===== src/rtl/vk_arbiter.sv =====
// Shared-memory port arbiter between the VGA text-read path and the keyboard ASCII producer.
// Key events are buffered in a small FIFO; VGA reads win unless the FIFO has starved too long.
module vk_arbiter #(
  parameter logic [31:0] KEY_ADDR     = 32'h0000_20D0,
  parameter int unsigned FIFO_DEPTH   = 8,
  parameter int unsigned AW           = 3,
  parameter int unsigned STARVE_LIMIT = 16
) (
  input  logic          sys_clk,
  input  logic          rst,
  input  logic          key_valid,
  input  logic [7:0]    key_ascii,
  input  logic          vga_req,
  input  logic [31:0]   vga_addr,
  output logic [31:0]   vga_rdata,
  output logic          vga_rvalid,
  output logic [31:0]   mem_addr,
  output logic          mem_wren,
  output logic [31:0]   mem_wdata,
  input  logic [31:0]   mem_rdata,
  output logic [AW:0]   fifo_count,
  output logic          fifo_full,
  output logic          overflow
);

  localparam int unsigned SW = $clog2(STARVE_LIMIT + 1);

  typedef enum logic [1:0] {GntIdle, GntRead, GntWrite, GntForce} gnt_e;

  logic [7:0]    fifo_mem [FIFO_DEPTH];
  logic [AW-1:0] rd_ptr_q, wr_ptr_q;
  logic [AW:0]   count_q, count_d;
  logic [SW-1:0] starve_q, starve_d;
  logic          overflow_q, overflow_d;
  logic          rd_inflight_q, rvalid_q;
  logic [31:0]   mem_addr_q, mem_addr_d;
  logic          mem_wren_q, mem_wren_d;
  logic [31:0]   mem_wdata_q, mem_wdata_d;

  gnt_e gnt;
  logic fifo_nonempty, fifo_is_full, starved;
  logic key_push, push_ok, pop;
  logic [7:0] head;

  assign fifo_nonempty = (count_q != '0);
  assign fifo_is_full  = (count_q == (AW+1)'(FIFO_DEPTH));
  assign starved       = (starve_q == SW'(STARVE_LIMIT));
  assign head          = fifo_mem[rd_ptr_q];

  // Grant priority: forced key write, then VGA read, then opportunistic key write.
  always_comb begin
    gnt = GntIdle;
    if (fifo_nonempty && starved) begin
      gnt = GntForce;
    end else if (vga_req) begin
      gnt = GntRead;
    end else if (fifo_nonempty) begin
      gnt = GntWrite;
    end
  end

  assign pop      = (gnt == GntWrite) || (gnt == GntForce);
  assign key_push = key_valid && (key_ascii != 8'h00);
  // A same-cycle pop frees the slot, so a full FIFO can still accept.
  assign push_ok  = key_push && (!fifo_is_full || pop);

  always_comb begin
    count_d    = count_q + (AW+1)'(push_ok) - (AW+1)'(pop);
    overflow_d = overflow_q || (key_push && !push_ok);

    starve_d = starve_q;
    if (!fifo_nonempty || pop) begin
      starve_d = '0;
    end else if ((gnt == GntRead) && !starved) begin
      starve_d = starve_q + SW'(1);
    end

    mem_addr_d  = mem_addr_q;
    mem_wren_d  = 1'b0;
    mem_wdata_d = mem_wdata_q;
    unique case (gnt)
      GntRead: begin
        mem_addr_d = vga_addr;
      end
      GntWrite, GntForce: begin
        mem_addr_d  = KEY_ADDR;
        mem_wren_d  = 1'b1;
        mem_wdata_d = {24'h000000, head};
      end
      default: ;
    endcase
  end

  always_ff @(posedge sys_clk) begin
    if (push_ok) begin
      fifo_mem[wr_ptr_q] <= key_ascii;
    end
  end

  always_ff @(posedge sys_clk) begin
    if (rst) begin
      rd_ptr_q      <= '0;
      wr_ptr_q      <= '0;
      count_q       <= '0;
      starve_q      <= '0;
      overflow_q    <= 1'b0;
      rd_inflight_q <= 1'b0;
      rvalid_q      <= 1'b0;
      mem_addr_q    <= '0;
      mem_wren_q    <= 1'b0;
      mem_wdata_q   <= '0;
    end else begin
      if (push_ok) begin
        wr_ptr_q <= wr_ptr_q + AW'(1);
      end
      if (pop) begin
        rd_ptr_q <= rd_ptr_q + AW'(1);
      end
      count_q       <= count_d;
      starve_q      <= starve_d;
      overflow_q    <= overflow_d;
      rd_inflight_q <= (gnt == GntRead);
      rvalid_q      <= rd_inflight_q;
      mem_addr_q    <= mem_addr_d;
      mem_wren_q    <= mem_wren_d;
      mem_wdata_q   <= mem_wdata_d;
    end
  end

  assign vga_rdata  = mem_rdata;
  assign vga_rvalid = rvalid_q;
  assign mem_addr   = mem_addr_q;
  assign mem_wren   = mem_wren_q;
  assign mem_wdata  = mem_wdata_q;
  assign fifo_count = count_q;
  assign fifo_full  = fifo_is_full;
  assign overflow   = overflow_q;

endmodule


===== config.mk =====
export PLATFORM = sky130hd
export DESIGN_NAME = vk_arbiter
export DESIGN_NICKNAME = d
export VERILOG_FILES = /design/src/rtl/vk_arbiter.sv
export SDC_FILE = /design/constraint.sdc
export NUM_CORES = 1
export LEC_CHECK = 0
export BUFFER_PORTS_ARGS = -buffer_cell sky130_fd_sc_hd__buf_2
export CORE_MARGIN = 8
export CORE_UTILIZATION = 42
export CTS_CLUSTER_DIAMETER = 30
export DETAILED_ROUTE_END_ITERATION = 10
export PLACE_DENSITY = 0.69
export SETUP_SLACK_MARGIN = 0.4
export SLEW_MARGIN = 15
export SYNTH_ARGS = -nofsm -noshare
export SYNTH_HDL_FRONTEND = slang
export SYNTH_SLANG_ARGS = --single-unit

===== constraint.sdc =====
create_clock -name sys_clk -period 2.8 [get_ports sys_clk]
set_input_delay 0.14 -clock sys_clk [delete_from_list [all_inputs] [get_ports sys_clk]]
set_output_delay 0.14 -clock sys_clk [all_outputs]
set_load 0.005 [all_outputs]

# Word level (Yosys, flattened, before mapping)
# Memories as Yosys holds them, arrays and structs flattened. A register that Yosys moved wholly into a read port is not among the register bits.
# Index checks and enable logic that the tools add are counted.
[totals]
inputBits = 76
out_inout_bits = 104
register_bits = 51
mem_count = 1
ramBits = 64
[op_classes]
add_sub_neg = 5
reduce_logical = 18
mux = 7
eq_ne = 5
[mem_list]
columns = ["memory", "depth", "word_bits", "rd", "rd_clocked_by_memory_dff", "write_ports", "line", "source"]
rows = [
  ["fifo_mem", 8, 8, 1, 1, 1, "30", "logic [7:0] fifo_mem [FIFO_DEPTH];"],
]
[op_table]
columns = ["cell", "count"]
rows = [
  ["32-bit case mux with 2 select lines", 1],
  ["8-bit nonzero test", 1],
  ["3-bit by 1-bit adder with 3-bit output, second input constant", 2],
  ["2-bit 2-to-1 mux", 3],
  ["5-bit by 1-bit adder with 5-bit output, second input constant", 1],
  ["5-bit == test, second input constant", 1],
  ["1-bit logical AND", 5],
  ["4-bit by 1-bit adder with 4-bit output", 1],
  ["2-bit == test, second input constant", 2],
  ["4-bit == test, second input constant", 1],
  ["1-bit zero test", 4],
  ["1-bit logical OR", 4],
  ["4-bit nonzero test", 1],
  ["2-bit OR reduction", 2],
  ["4-bit by 1-bit subtractor with 4-bit output", 1],
  ["1-bit 2-to-1 mux", 3],
  ["2-bit by 1-bit == test with 1-bit output, second input constant", 1],
  ["2-bit nonzero test", 1],
]

# Longest topological paths before layout
# Gate-level depths: netlist of run 1.
[logic_depth]
ltp_word = 11
ltp_mapped = 11
mapped_depth_nobuf = 11

# Worst setup path after synthesis of run 1
# Ideal clock, no wire load.
[synth_timing]
kind = "reg-to-reg"
startpoint = "register count_q[2] (netlist: fifo_count[2])"
endpoint = "memory fifo_mem[0][0] (enable)"
setup_time_ns = 0.395
setup_slack_ns = 0.381
arrival_ns = 2.024
path_buffers = 0
stages_incl_launch_ff = 7
required_ns = 2.405
cell_sequence = "dfxtp_1 -> inv_1 -> ha_1 -> or2_2 -> o211ai_2 -> nand2_1 -> nor4_1"
[synth_between]
elab_chain_len = 10
word_cells_on_any_way = 14
classes_between = "eq/ne: 3; mux: 5; reduce/logical: 6"
[synth_lines]
columns = ["element", "line", "source"]
rows = [
  ["start, declared", "32", "logic [AW:0] count_q, count_d;"],
  ["start signal, assigned", "119", "count_q <= count_d;"],
  ["4-bit nonzero test", "45", "assign fifo_nonempty = (count_q != '0);"],
  ["2-bit 2-to-1 mux", "57", "end else if (fifo_nonempty) begin"],
  ["2-bit 2-to-1 mux", "55", "end else if (vga_req) begin"],
  ["2-bit 2-to-1 mux", "53", "if (fifo_nonempty && starved) begin"],
  ["2-bit == test", "62", "assign pop = (gnt == GntWrite) || (gnt == GntForce);"],
  ["1-bit logical OR", "62", ""],
  ["1-bit logical OR *", "65", "assign push_ok = key_push && (!fifo_is_full || pop);"],
  ["1-bit logical AND *", "65", ""],
  ["1-bit 2-to-1 mux *", "95", "if (push_ok) begin"],
  ["1-bit 2-to-1 mux (not written as such) *", "96", "fifo_mem[wr_ptr_q] <= key_ascii;"],
  ["end, declared", "30", ""],
]
# Mark *: on every way between the ends. The rest lies on a longest branch, timed or not.

# Worst setup path in the final report of run 1
[layout_timing]
startpoint = "register count_q[2] (netlist: fifo_count[2])"
endpoint = "register count_q[2] (netlist: fifo_count[2])"
[layout_between]
elab_chain_len = 10
word_cells_on_any_way = 14
classes_between = "add/sub: 2; eq/ne: 3; mux: 3; reduce/logical: 6"
[layout_lines]
columns = ["element", "line", "source"]
rows = [
  ["4-bit nonzero test", "45", ""],
  ["2-bit 2-to-1 mux", "57", ""],
  ["2-bit 2-to-1 mux", "55", ""],
  ["2-bit 2-to-1 mux", "53", ""],
  ["2-bit == test", "62", ""],
  ["1-bit logical OR", "62", ""],
  ["1-bit logical OR", "65", ""],
  ["1-bit logical AND", "65", ""],
  ["4-bit by 1-bit adder with 4-bit output", "68", "count_d = count_q + (AW+1)'(push_ok) - (AW+1)'(pop);"],
  ["4-bit by 1-bit subtractor with 4-bit output *", "68", ""],
]
# Marked as above.
# A chain may end at the register's enable or synchronous reset.

==> qor.csv, run 1 <==
stage;metric;value;unit
global_route;grt_max_degree;31;
critical_path;arrival;2.45;ns
floorplan;initial_utilization;0.4262;
timing;relSlewSlack;0.4409;
synthesis;synth_edf_count;64;
pwr;p_seq_frac;0.398;
routing;route.detailed.drc;0;
hold_path;min_path_cells;3;
placed_design;dp_cells;565;
timing;rsz0062_at_grt;false;
routing;wl_per_cell;17.93;um
pwr;p_sw_frac;0.2554;
clocking;cts_tree;built;
synthesis;ys_async_sr_fraction;0;
synthesis;synthFlopType;edfxtp_1;
layout;instances_no_fill;627;
synthesis;yosysTopAreaCell;edfxtp_1;
synthesis;ys_top_cells_by_area;edfxtp_1 38%, dfxtp_1 23%, buf_4 8.4%;
global_route;antenna_found_initial;2;
synthesis;netlist_area;5076;um2
pwr;switching_power;1435;uW
global_route;track_usage;0.1428;
critical_path;cp-start-kind;flip-flop;
routing;wl;11240;um
clocking;root_buffer;clkbuf_16;
run;drv_cap;0;
critical_path;crit_fanout;4;
timing;setup_viol_count_final;0;
synthesis;synth_cells;362;
critical_path;timing.rr.end;fifo_count[2]$_SDFF_PP0_;
critical_path;r2r_start;fifo_count[2]$_SDFF_PP0_;
pwr;fin_total_pwr;5617;uW
timing;worstMarginPinSlew;0.8375;ns
timing;fin_tns_setup;0;ns
timing;finClkSkew;0.006969;ns
synthesis;synth_seq_area_share;0.6113;
layout;layout_commonest_cell;buf_2;
timing;fmax;0.4559;GHz
hold_path;min_delay_worst_endpoint;mem_addr[7]$_SDFFE_PP0P_;
floorplan;die_h;125.9;um
clocking;clock_sinks;123;
global_route;grt_pass1_vias;3257;
critical_path;ff2ff_setup_slack;0.61;ns
global_route;grt_pass1_wl;17390;um
clocking;cts_made_buffers;17;
timing;fin_crit_sh;0.7834;
timing;finalHoldViolCount;0;
routing;viasPerCell;5.014;
clocking;cts.reportedPaths.clkPinSlew;0.05;ns
layout;mostFrequentLayoutCells;91 x buf_2, 64 x edfxtp_1, 59 x dfxtp_1;
critical_path;end_kind;flip-flop;
floorplan;die-area;15860;um2
critical_path;r2r_cells;11;
timing;hold_slack;0.02972;ns
clocking;clk_path_buf_depth;2;
clocking;worstSkewPairLatency;0.40;ns
synthesis;postSynthAreaPerCell;14.02;um2
hold_path;hold_start;vga_addr[7];
critical_path;crit_type;flip-flop to flip-flop;
routing;vias;3144;
floorplan;core_area;11910;um2
synthesis;ys_ff_latch;123;
layout;num-fill-cells;958;
routing;drtIter0Drc;138;
floorplan;die_w;125.9;um
routing;drtPass1Iterations;4;
pwr;internal_power;4182;uW
global_route;grt-ovfl-total;0;
pwr;pwr-share-clk;0.393;
timing;finalMaxSlewViolations;0;
synthesis;synth_top_area_share;0.3786;
floorplan;rows;40;
layout;fin_nets;552;
pwr;p_comb_frac;0.209;
placed_design;io_buffers;91;
synthesis;ys_warn_count;0;
critical_path;required;3.06;ns
status;status;finished, final reports clean;
routing;drtAntennaViolNets;0;
pwr;powerDensity;886.7;nW/um2
hold_path;hold_class;input port to flip-flop;
layout;drive_gt1_frac;0.3445;
timing;period_minus_slack;2.193;ns
clocking;htree_levels;4;
floorplan;ios;180;
placed_design;gp_congestion;0.7897;
pwr;leakagePower;0.002556;uW
pwr;ir_drop;0.3501;mV
placed_design;dp_hpwl;7340;um
synthesis;ys_types;42;
layout;areaGrowthSynthToFinish;24.80;%
## cell type report
| cell class | instances | area [um2] | share of cell area |
|---|---|---|---|
| Multi-Input combinational cell | 182 | 1546 | 0.2441 |
| Tap cell | 147 | 183.9 | 0.02903 |
| Clock inverter | 4 | 45.04 | 0.007110 |
| Inverter | 9 | 33.78 | 0.005333 |
| Sequential cell | 123 | 3103 | 0.4898 |
| Clock buffer | 28 | 579.3 | 0.09145 |
| Antenna cell | 1 | 2.502 | 0.0003950 |
| Timing Repair Buffer | 133 | 840.8 | 0.1327 |
## worst max-delay path by stage
stage	startpoint	end	slack [ns]	depth (start not counted)
finish	fifo_count[2]$_SDFF_PP0_	fifo_count[2]$_SDFF_PP0_	0.61	11
detailed placement	fifo_count[2]$_SDFF_PP0_	fifo_count[2]$_SDFF_PP0_	0.37	11
CTS	fifo_count[2]$_SDFF_PP0_	fifo_count[2]$_SDFF_PP0_	0.52	11
global placement	starve_q[0]$_SDFFE_PP0P_	fifo_count[2]$_SDFF_PP0_	0.59	11
global route	fifo_count[2]$_SDFF_PP0_	fifo_count[2]$_SDFF_PP0_	0.46	11
floorplan	fifo_count[2]$_SDFF_PP0_	fifo_mem[1][0]$_DFFE_PP_	0.56	6
## Yosys cell counts (all sizes together), types with 8 or more instances
cell type / count
edfxtp: 64
dfxtp: 59
buf: 68
a211oi: 8
nor2: 26
a22o: 28
a21oi: 10
mux2i: 12
mux4: 16
inv: 9
ha: 9
## power by group through the flow
stage | sequential [uW] | combinational [uW] | clock [uW]
4_1_cts | 2230 | 1170 | 2240
3_3_place_gp | 2250 | 1090 | 0
5_1_grt | 2260 | 1300 | 2320
6_report | 2230 | 1170 | 2210
2_1_floorplan | 2240 | 856 | 0
3_5_place_dp | 2260 | 1120 | 0
## metal layers
layer	share of wire	GRT usage	wire length (um)	vias up
met5	0.0011	0	12	-
met4	0.024	0.08493	272	2
met3	0.078	0.04937	882	35
met2	0.52	0.2450	5853	123
met1	0.38	0.1490	4221	1518
li1	-	-	-	1466
## registers in the layout, indices dropped and copies added (netlist names)
| name | count |
|---|---|
| rd_ptr_q | 3 |
| mem_wdata | 8 |
| starve_q | 5 |
| fifo_count | 4 |
| mem_wren | 1 |
| fifo_mem | 64 |
| mem_addr | 32 |
| rd_inflight_q | 1 |
| vga_rvalid | 1 |
| overflow | 1 |
| wr_ptr_q | 3 |
## cell families after synthesis
| logic type | share of synthesized area |
|---|---|
| xor+xnor | 0.01035 |
| other cells | 0.0007388 |
| buf+inv | 0.1072 |
| flops | 0.6113 |
| simple gates | 0.06286 |
| mux | 0.09687 |
| compound gates | 0.08455 |
| fa+ha+maj | 0.02613 |
## repair_timing
action	in CTS	in global routing
endpoints found under the hold margin	28	0
hold buffers	28	0
resized for setup	0	4
gates cloned	0	0
buffers inserted	1	0
setup endpoints to repair	1	2
## critical path: stages (launching register included)
cell	delay, ns
dfxtp_1	0.31
inv_1	0.11
ha_2	0.23
nor3b_4	0.22
a21o_1	0.13
nand2_1	0.06
o21ai_1	0.17
ha_1	0.20
inv_1	0.06
fa_1	0.37
xor2_1	0.13
nor2_1	0.06
## metrics by stage
stage	setup slack, ns	instance area, um2	utilization
2_1_floorplan	0.5601	5169	-
3_3_place_gp	0.5852	5395	0.4529
3_5_place_dp	0.3732	5395	0.4529
4_1_cts	0.5192	6307	0.5295
5_1_grt	0.4559	6335	0.5318
6_report	0.6065	6335	0.5318
Power figures use the tool's default switching activity.
==> run 2, diff against run 1 <==
- PLACE_DENSITY: 0.69 -> 0.72
- clock period: 2.8 -> 1.9 ns (I/O delays scaled with it)
==> run 2 against run 1 <==
Net effect:
- the run now ends with setup timing left
- non-clock buffer count rose by 59
- global-route usage increased by 2.2 points
- clock power rose by 57%
- critical path type unchanged
- largest cell class unchanged
- largest power group is now the clock network
==> qor.csv, run 2 (same netlist as run 1, synthesis figures left out) <==
stage;metric;value;unit
floorplan;initial_utilization;0.4262;
layout;areaGrowthSynthToFinish;43.85;%
critical_path;required;2.23;ns
pwr;p_sw_frac;0.2746;
routing;route.detailed.drc;0;
critical_path;r2r_start;fifo_count[2]$_SDFF_PP0_;
layout;mostFrequentLayoutCells;91 x buf_2, 64 x edfxtp_1, 54 x dfxtp_1;
critical_path;crit_buf_inv;2;
timing;rsz0062_at_grt;true;
pwr;p_seq_frac;0.348;
layout;regArea;3112;um2
pwr;internal_power;6880;uW
global_route;grt-ovfl-total;0;
pwr;pwr-share-clk;0.367;
clocking;cts.reportedPaths.clkPinSlew;0.05;ns
clocking;htree_levels;4;
critical_path;crit_chain;inv_2 > ha_4 > nor3b_4 > a21o_1 > nand2_1 > o21ai_2 > ha_4 > inv_2 > fa_2 > xor2_1 > nor2_1;
layout;multi_input_area;1742;um2
clocking;worstSkewPairLatency;0.41;ns
critical_path;end_kind;flip-flop;
pwr;p_comb_frac;0.285;
floorplan;die_h;125.9;um
timing;worstMarginPinSlew;0.6591;ns
global_route;grt_pass1_vias;3707;
layout;fin_area;7302;um2
placed_design;gp_congestion;0.7864;
layout;regMostFlops;fifo_mem;
global_route;grt_pass1_wl;19920;um
hold_path;hold_class;input port to flip-flop;
routing;drtAntennaViolNets;0;
critical_path;crit_type;flip-flop to flip-flop;
status;violations;setup timing;
critical_path;arrival;2.39;ns
routing;vias;3404;
status;status;finished, violations left;
global_route;grt_max_degree;30;
clocking;cts_made_buffers;17;
clocking;cts_tree;built;
routing;wl_per_cell;19.79;um
layout;n_antenna_cell;0;
clocking;clock_sinks;123;
routing;drtIter0Drc;164;
placed_design;io_buffers;91;
timing;setup_viol_count_final;67;
pwr;powerDensity;1299;nW/um2
timing;finClkSkew;0.008199;ns
layout;drive_gt1_frac;0.4684;
routing;viasPerCell;4.969;
timing;fin_crit_sh;1.084;
layout;layout_commonest_cell;buf_2;
pwr;fin_total_pwr;9485;uW
routing;drtPass1Iterations;4;
clocking;clk_path_buf_depth;2;
critical_path;slowest_delay;0.33;ns
pwr;leakagePower;0.002955;uW
timing;period_minus_slack;2.060;ns
layout;postLayoutCoreUtil;0.6130;
pwr;ir_drop;0.5314;mV
timing;hold_slack;0.02981;ns
pwr;switching_power;2605;uW
run;drv_cap;0;
global_route;antenna_found_initial;0;
placed_design;placed_area;5841;um2
timing;relSlewSlack;0.5600;
global_route;track_usage;0.1652;
routing;wl;13550;um
clocking;root_buffer;clkbuf_16;
layout;largest_reg_flops;64;
floorplan;rows;40;
timing;worst_slack;-0.1596;ns
timing;finalMaxSlewViolations;0;
floorplan;core_area;11910;um2
critical_path;cp-start-kind;flip-flop;
critical_path;crit_fanout;3;
timing;fmax;0.4855;GHz
critical_path;critical_path.startpoint;fifo_count[2]$_SDFF_PP0_;
hold_path;hold_start;key_ascii[7];
placed_design;dp_hpwl;8020;um
timing;finalHoldViolCount;0;
floorplan;die-area;15860;um2
floorplan;die_w;125.9;um
layout;num-fill-cells;823;
critical_path;slowest_stage;dfxtp_2;
floorplan;ios;180;
critical_path;critPathTopFamily;adder cells;
layout;fin_nets;611;
## run 2: changes by cell type in the layout (fill, tap and decap cells not counted), moves of 5 or more
cell | before | now
buf_12 | 0 | 8
buf_4 | 14 | 35
buf_6 | 0 | 20
clkbuf_16 | 19 | 25
clkbuf_8 | 7 | 0
dfxtp_1 | 59 | 54
dlygate4sd3_1 | 28 | 33
inv_1 | 9 | 4
inv_2 | 0 | 5
nor2_4 | 0 | 5
## run 2: layout make-up
type	instances	share of cell area
clock buffer	23	0.07882
timing repair buffer	192	0.2145
sequential	123	0.4261
clock inverter	9	0.01217
inverter	9	0.004626
tap	147	0.02519
multi-input combinational	182	0.2385
## run 2: layer usage
metal / global-route usage / part of all wire / vias to the layer above / routed length, um
li1: - / - / 1585 / -
met1: 0.1710 / 0.37 / 1624 / 5078
met2: 0.2820 / 0.51 / 131 / 6961
met3: 0.05274 / 0.061 / 64 / 830
met4: 0.1125 / 0.050 / 0 / 682
met5: 0 / 0 / - / 0
## run 2: metrics by stage
stage | instances | TNS [ns] | worst slack [ns]
6_report | 685 | -3.248 | -0.1596
5_1_grt | 685 | -9.690 | -0.2557
4_1_cts | 676 | -1.625 | -0.1018
3_5_place_dp | 598 | -1.662 | -0.1713
3_3_place_gp | 598 | -1.133 | -0.09554
2_1_floorplan | 385 | -2.119 | -0.1129
## run 2: final timing paths
kind	slack (ns)	depth (start not counted)	end
max	-0.16	11	fifo_count[2]$_SDFF_PP0_
min	0.03	2	fifo_mem[3][7]$_DFFE_PP_
max reg2reg	-0.16	11	fifo_count[2]$_SDFF_PP0_
min reg2reg	0.44	1	vga_rvalid$_SDFF_PP0_
## run 2: timing repair
item,in CTS,in global routing
resized for setup,33,15
hold buffers,33,0
buffers inserted,10,6
pin swaps,21,8
endpoints found under the hold margin,40,0
endpoints found under the setup margin,119,120
cloned,3,3
## run 2: power groups by stage
stage	Sequential (uW)	Combinational [uW]	Clock, uW
finish	3300	2710	3480
global route	3320	2920	3640
CTS	3280	2480	3510
detailed placement	3310	2040	0
global placement	3290	1990	0
floorplan	3320	1350	0
